===== config.mk =====
export PLATFORM = sky130hd
export DESIGN_NAME = ahb_slave_mux_decoder
export DESIGN_NICKNAME = d
export VERILOG_FILES = /design/src/rtl/ahb_slave_mux_decoder.sv
export SDC_FILE = /design/constraint.sdc
export NUM_CORES = 1
export LEC_CHECK = 0
export ABC_AREA = 0
export BUFFER_PORTS_ARGS = -buffer_cell sky130_fd_sc_hd__buf_2
export CORE_MARGIN = 4
export CORE_UTILIZATION = 36
export DETAILED_ROUTE_END_ITERATION = 12
export PLACE_DENSITY_LB_ADDON = 0.2
export SLEW_MARGIN = 5
export SYNTH_ARGS = -nofsm -noshare
export SYNTH_HDL_FRONTEND = slang
export SYNTH_SLANG_ARGS = --single-unit

===== constraint.sdc =====
create_clock -name HCLK -period 2.1 [get_ports HCLK]
set_clock_uncertainty 0.05 [all_clocks]
set_input_delay 0.21 -clock HCLK [delete_from_list [all_inputs] [get_ports HCLK]]
set_output_delay 0.21 -clock HCLK [all_outputs]
set_load 0.05 [all_outputs]

===== src/rtl/ahb_slave_mux_decoder.sv =====
// AHB-Lite slave-side interconnect: combinational address decode, registered data-phase
// response mux, and a built-in default slave that answers unmapped transfers with a two-cycle ERROR.
module ahb_slave_mux_decoder #(
    parameter int NUM_SLAVES = 3,
    parameter int ADDR_W     = 32,
    parameter int DATA_W     = 32,
    parameter int REGION_LSB = 10,
    parameter int ERRCNT_W   = 8
) (
    input  logic                         HCLK,
    input  logic                         HRESETn,
    input  logic [ADDR_W-1:0]            HADDR,
    input  logic [1:0]                   HTRANS,
    output logic [NUM_SLAVES-1:0]        HSEL,
    input  logic [NUM_SLAVES*DATA_W-1:0] S_HRDATA,
    input  logic [NUM_SLAVES-1:0]        S_HREADYOUT,
    input  logic [NUM_SLAVES-1:0]        S_HRESP,
    output logic [DATA_W-1:0]            HRDATA,
    output logic                         HREADY,
    output logic                         HRESP,
    input  logic                         err_clr,
    output logic [ERRCNT_W-1:0]          err_cnt
);
    localparam int IDX_W = (NUM_SLAVES > 1) ? $clog2(NUM_SLAVES) : 1;
    // One bit wider than HADDR so the end of the mapped space never overflows.
    localparam logic [ADDR_W:0] LIMIT = (ADDR_W + 1)'(NUM_SLAVES) << REGION_LSB;

    typedef enum logic [1:0] {DSEL_NONE, DSEL_DEF, DSEL_SLV} dsel_kind_e;

    typedef struct packed {
        dsel_kind_e       kind;
        logic [IDX_W-1:0] idx;
    } dsel_t;

    typedef enum logic [1:0] {DS_IDLE, DS_ERR1, DS_ERR2} ds_state_e;

    logic             hit;
    logic [IDX_W-1:0] idx;
    logic             err_start;
    logic             unused_htrans0;

    dsel_t               dsel_q, dsel_d;
    ds_state_e           state_q, state_d;
    logic [ERRCNT_W-1:0] err_cnt_q, err_cnt_d;

    assign hit            = ({1'b0, HADDR} < LIMIT);
    assign idx            = HADDR[REGION_LSB +: IDX_W];
    assign err_start      = HREADY && !hit && HTRANS[1];
    assign unused_htrans0 = HTRANS[0];
    assign err_cnt        = err_cnt_q;

    // NOTE: every always_comb output gets a default first, so no path can infer a latch.
    always_comb begin
        HSEL = '0;
        for (int k = 0; k < NUM_SLAVES; k++) begin
            HSEL[k] = hit && (idx == IDX_W'(k));
        end
    end

    // The data-phase select only advances when the current data phase completes.
    always_comb begin
        dsel_d = dsel_q;
        if (HREADY) begin
            if (hit) begin
                dsel_d.kind = DSEL_SLV;
                dsel_d.idx  = idx;
            end else begin
                dsel_d.kind = DSEL_DEF;
                dsel_d.idx  = '0;
            end
        end
    end

    always_comb begin
        state_d = state_q;
        unique case (state_q)
            DS_IDLE: if (err_start) state_d = DS_ERR1;
            DS_ERR1: state_d = DS_ERR2;
            DS_ERR2: state_d = err_start ? DS_ERR1 : DS_IDLE;
            default: state_d = DS_IDLE;
        endcase
    end

    // A clear coinciding with a new ERROR keeps that ERROR in the count.
    always_comb begin
        err_cnt_d = err_cnt_q;
        if (err_clr) begin
            err_cnt_d = ERRCNT_W'(state_d == DS_ERR1);
        end else if (state_d == DS_ERR1 && err_cnt_q != '1) begin
            err_cnt_d = err_cnt_q + 1'b1;
        end
    end

    always_comb begin
        HRDATA = '0;
        HREADY = 1'b1;
        HRESP  = 1'b0;
        unique case (dsel_q.kind)
            DSEL_SLV: begin
                for (int k = 0; k < NUM_SLAVES; k++) begin
                    if (dsel_q.idx == IDX_W'(k)) begin
                        HRDATA = S_HRDATA[k*DATA_W +: DATA_W];
                        HREADY = S_HREADYOUT[k];
                        HRESP  = S_HRESP[k];
                    end
                end
            end
            DSEL_DEF: begin
                HREADY = (state_q != DS_ERR1);
                HRESP  = (state_q != DS_IDLE);
            end
            default: ;
        endcase
    end

    // NOTE: sequential state uses non-blocking assignments only, so every flop samples pre-edge values.
    always_ff @(posedge HCLK or negedge HRESETn) begin
        if (!HRESETn) begin
            dsel_q    <= '{kind: DSEL_NONE, idx: '0};
            state_q   <= DS_IDLE;
            err_cnt_q <= '0;
        end else begin
            dsel_q    <= dsel_d;
            state_q   <= state_d;
            err_cnt_q <= err_cnt_d;
        end
    end

endmodule


* Word-level counts from Yosys, hierarchy flattened
Index checks and enable logic that the tools add are counted.
Storage, ports and cells: register bits after elaboration 14, input bits 139, output and inout bits 45, logic and storage cells 47
Cells by class: add/subtract/negate cells 1, magnitude comparators 1, equality and inequality tests 11, multiplexer cells 18, reductions and logical operators 12
Operator list (number):
- 32-bit two-way mux | 4
- 32-bit by 12-bit less-than comparator with 1-bit output (second input constant) | 1
- 8-bit two-way mux | 2
- 2-bit by 1-bit equality test with 1-bit output (second input constant) | 5
- 8-bit by 1-bit adder with 8-bit output (second input constant) | 1
- 2-bit equality test (second input constant) | 4
- 8-bit inequality test (second input constant) | 1
- 1-bit two-way mux | 7
- 1-bit logical AND | 6
- 2-bit zero test | 3
- 2-bit case mux with 3 select lines | 1
- 4-bit two-way mux | 1
- 1-bit case mux with 2 select lines | 2
- 2-bit nonzero test | 2
- 2-bit two-way mux | 1
- 2-bit by 1-bit inequality test with 1-bit output (second input constant) | 1
- 1-bit zero test | 1

* Depth between registers and ports, before layout
depth in word-level cells 13, gate-level depth with buffers 8, mapped depth without buffers 8

* Worst setup path before layout
OpenSTA, ideal clock, no wires.
kind input to output, start input port HADDR[15], end output port HSEL[0], arrival time 2140 ps, data required time 1840 ps, path slack -300 ps, cell stages on the path 3, path buffers 0, cells stage by stage nor4_1 nand4_1 nor4_1
Between the ends: word-level cells in the longest chain between the ends 2
Ends and longest elaborated chain:
- start: declaration | line 12 | input logic [ADDR_W-1:0] HADDR,
- 32-bit by 12-bit less-than comparator with 1-bit output | line 46 | assign hit = ({1'b0, HADDR} < LIMIT);
- 1-bit logical AND | line 56 | HSEL[k] = hit && (idx == IDX_W'(k));
- end: declaration | line 14 | output logic [NUM_SLAVES-1:0] HSEL,
Every way passes these cells.

* Worst setup path after layout
start register dsel_q[0] (netlist name), end output port HREADY
Between the ends: word-level cells in the longest chain between the ends 5, elaborated cells between the ends (all ways) 7, those cells by class eq/ne: 2; mux: 4; reduce/logical: 1
Ends and longest elaborated chain:
- start: declaration | line 42 | dsel_t dsel_q, dsel_d;
- start signal: assignment | line 119 | dsel_q <= '{kind: DSEL_NONE, idx: '0};
- start signal: assignment | line 123 | dsel_q <= dsel_d;
- 2-bit zero test | line 101 | if (dsel_q.idx == IDX_W'(k)) begin
- 1-bit two-way mux (2 in a row) | line 101
- 1-bit two-way mux * | line 101
- 1-bit case mux with 2 select lines * | line 98 | unique case (dsel_q.kind)
- end: declaration | line 19 | output logic HREADY,
Mark *: on every way between the ends. The rest lies on a longest branch, timed or not.

==> impl_metrics.csv <==
group,metric,value,unit
detailed_routing,ant_nets,0,
die,die_x,78.3,um
yosys,yosysTopAreaCellShare,19.7,%
die,row_count,25,
yosys,yosys.area_share.simple,31.6,%
yosys,ys_seq_area_share,19.7,%
die,start_util,37.4,%
setup_path,crit_required,1840,ps
setup_path,crit_fanout,6,
setup_path,r2r-start,"dsel_q[3]",
detailed_routing,wl_per_cell,14.4,um
yosys,syn_area_per_cell,7.40,um2
setup_path,crit_start,"dsel_q[0]",
detailed_routing,drc,0,
grt,grt_antenna_before_repair,1,
power_and_ir_drop,p_total,0.834,mW
detailed_routing,routed_wl,6920,um
final_layout,fin_cells,481,
clock_network,cts.htree.levels,1,
detailed_routing,dr_total_vias,2360,
clock_network,clk_latency,250,ps
final_layout,final_area,2840,um2
die,die_area,6120,um2
yosys,yosysUniqueCellTypes,37,
yosys,synth_top_cell_by_area,"dfrtp_1",
yosys,ys_async_sr_fraction,100,%
clock_network,clockRootBuffer,"clkbuf_8",
grt,grtUsageTotal,21.5,%
status,status,"complete, no violations",
detailed_routing,drtPass1Iterations,4,
clock_network,path_clk_slew,60,ps
setup_path,reg2reg_to,"err_cnt[5]",
power_and_ir_drop,power_leakage,1.43,nW
setup_path,worstPathArrival,1730,ps
sta,finalSetupViolCount,0,
die,pin_count,184,
yosys,synth_compound_area_share,18.5,%
final_layout,antennaDiodeCount,0,
yosys,synth_nets,382,
detailed_routing,via_per_inst,4.91,
yosys,synth_seq_cells,14,
yosys,synth_top_family_by_area,"simple AND/OR/NAND/NOR gates",
clock_network,numCtsBuffers,3,
power_and_ir_drop,ir_worst_vdd,0.000225,V
placed_design,postPlaceCellArea,2750,um2
placed_design,place_hpwl,5690,um
placed_design,io_buffer_count,172,
final_layout,fin_nets,557,
grt,grt_max_degree,34,
grt,grt.overflow.total,0,
sta,period_needed,1990,ps
sta,slew_headroom,74.5,%
yosys,synth-edff-count,0,
setup_path,r2r_slack,150,ps
final_layout,areaGrowthSynthToFinish,59.6,%
placed_design,place_congestion,0.905,
sta,finalCritPeriodShare,94.7,%
yosys,synth-main-ff-cell,"dfrtp_1",
worst_hold_path,holdCritPathClass,"in -> reg",
grt,grt_pass1_wl,10800,um
run,maxCapViolCount,0,
sta,slew_viol_final,0,
setup_path,r2r_cells,7,
grt,grt_pass1_vias,2271,
clock_network,cts_tree,"yes",
yosys,synth_fa_ha_area_share,2.11,%
sta,clock.fmax,0.503,GHz
yosys,ys_warn_count,0,
sta,hold_violations,0,
die,core,4750,um2
yosys,syn_area,1780,um2
final_layout,drive_gt1_share,48.6,%
setup_path,crit_path_end_kind,"primary output",
detailed_routing,drt_iter0_drc,100,
die,dieHeight,78.3,um
yosys,synth.area.mux_share,22.5,%
sta,whs,188,ps
clock_network,cts.path.max_buffers,2,
setup_path,path_class,"reg -> out",
yosys,netlist_instances,240,
power_and_ir_drop,power.density,294,nW/um2
placed_design,dp.cells,474,
sta,rsz0062_at_grt,"true",
sta,worst_pin_slew,379,ps
yosys,synth_xor_area_share,0,%
clock_network,clock_sinks,14,
setup_path,cp-start-kind,"register",
setup_path,setup.worst_path.end,"HREADY",
yosys,yosys-top-cells-area,"dfrtp_1 (20%), mux2i_1 (19%), and2_1 (12%), o21ai_0 (11%), nand2_1 (8.9%)",
-- registers in the layout (all words and copies together) (netlist names) --
register	cells
state_q	2
err_cnt	8
dsel_q	4
-- power by group --
| group | internal [mW] | switching [mW] | leakage, nW | total [mW] |
|---|---|---|---|---|
| logic | 0.157 | 0.153 | 1.22 | 0.310 |
| registers | 0.282 | 0.00964 | 0.183 | 0.291 |
| clock network | 0.134 | 0.0983 | 0.0228 | 0.233 |
-- area by class of cell --
| class | instances | area, um2 |
|---|---|---|
| clock buffer | 4 | 45.0 |
| fill | 495 | 1920 |
| inverter | 8 | 30.0 |
| multi-input combinational | 202 | 1340 |
| sequential | 14 | 353 |
| tap | 67 | 83.8 |
| timing repair buffer | 186 | 980 |
-- per-layer routing --
metal	wire, um	part of all wire, %	track usage, %	vias to the layer above
met5	13	0.19	0	-
met4	123	1.8	5.07	2
met3	673	9.7	5.96	14
met2	3320	48	36.3	111
met1	2790	40	27.1	1045
li1	-	-	-	1188
-- cell usage after synthesis, types with 3 or more instances --
cell type   n
nand2_1    42
o21ai_0    38
and2_1     34
mux2i_1    34
clkbuf_1   15
dfrtp_1    14
nor4_1      9
inv_1       7
nor2_1      6
mux2_1      4
nor2b_1     4
ha_1        3
-- cell families (layout without fill, tap and decap cells) --
kind of cell | after synthesis | count (layout)
AO/OA/AOI/OAI | 52 | 52
adder cells (fa/ha/maj) | 3 | 3
buffers and inverters | 24 | 198
flip-flops | 14 | 14
multiplexers | 39 | 39
AND/OR/NAND/NOR | 108 | 108
-- timing repair --
item / CTS / global route
endpoints found under the setup margin: 0 / 35
hold endpoints to repair: 14 / 0
resized for setup: 0 / 7
setup buffers: 0 / 2
hold buffers: 1 / 0
-- per-stage QoR --
stage	setup WS [ps]	setup TNS, ps	utilization, %
floorplan	0.169	0	-
global placement	208	0	57.8
detailed placement	186	0	57.8
CTS	4.42	0	58.9
global route	-15.3	-15.3	59.6
finish	112	0	59.6
-- worst min path at each step --
stage | cells after the start | start | to | slack (ps)
final | 2 | err_clr | err_cnt[7] | 190
after global routing | 2 | err_clr | err_cnt[7] | 190
after CTS | 2 | err_clr | err_cnt[7] | 190
after detailed placement | 1 | HRESETn | err_cnt[5] | 80
after global placement | 1 | HRESETn | err_cnt[5] | 70
after floorplan | 0 | HRESETn | dsel_q[0] | -140
-- cells in the final DEF, fill, tap and decap left out, types with 4 or more instances in the layout --
cell     netlist  final
dfrtp_1       14     12
nor2_1         6      6
mux2_1         4      4
buf_4          0     13
nor4_1         9      8
nand2_1       42     42
inv_1          7      7
o21ai_0       38     38
and2_1        34     34
mux2i_1       34     34
buf_2          0    169
-- worst max-delay path: stages, from the launching register on --
cell and delay, ps:
dfrtp_2 460, mux2_4 320, o221a_4 290, nor2_4 170, inv_2 90, buf_6 160
Note: power is estimated with default switching activity, not from simulation.
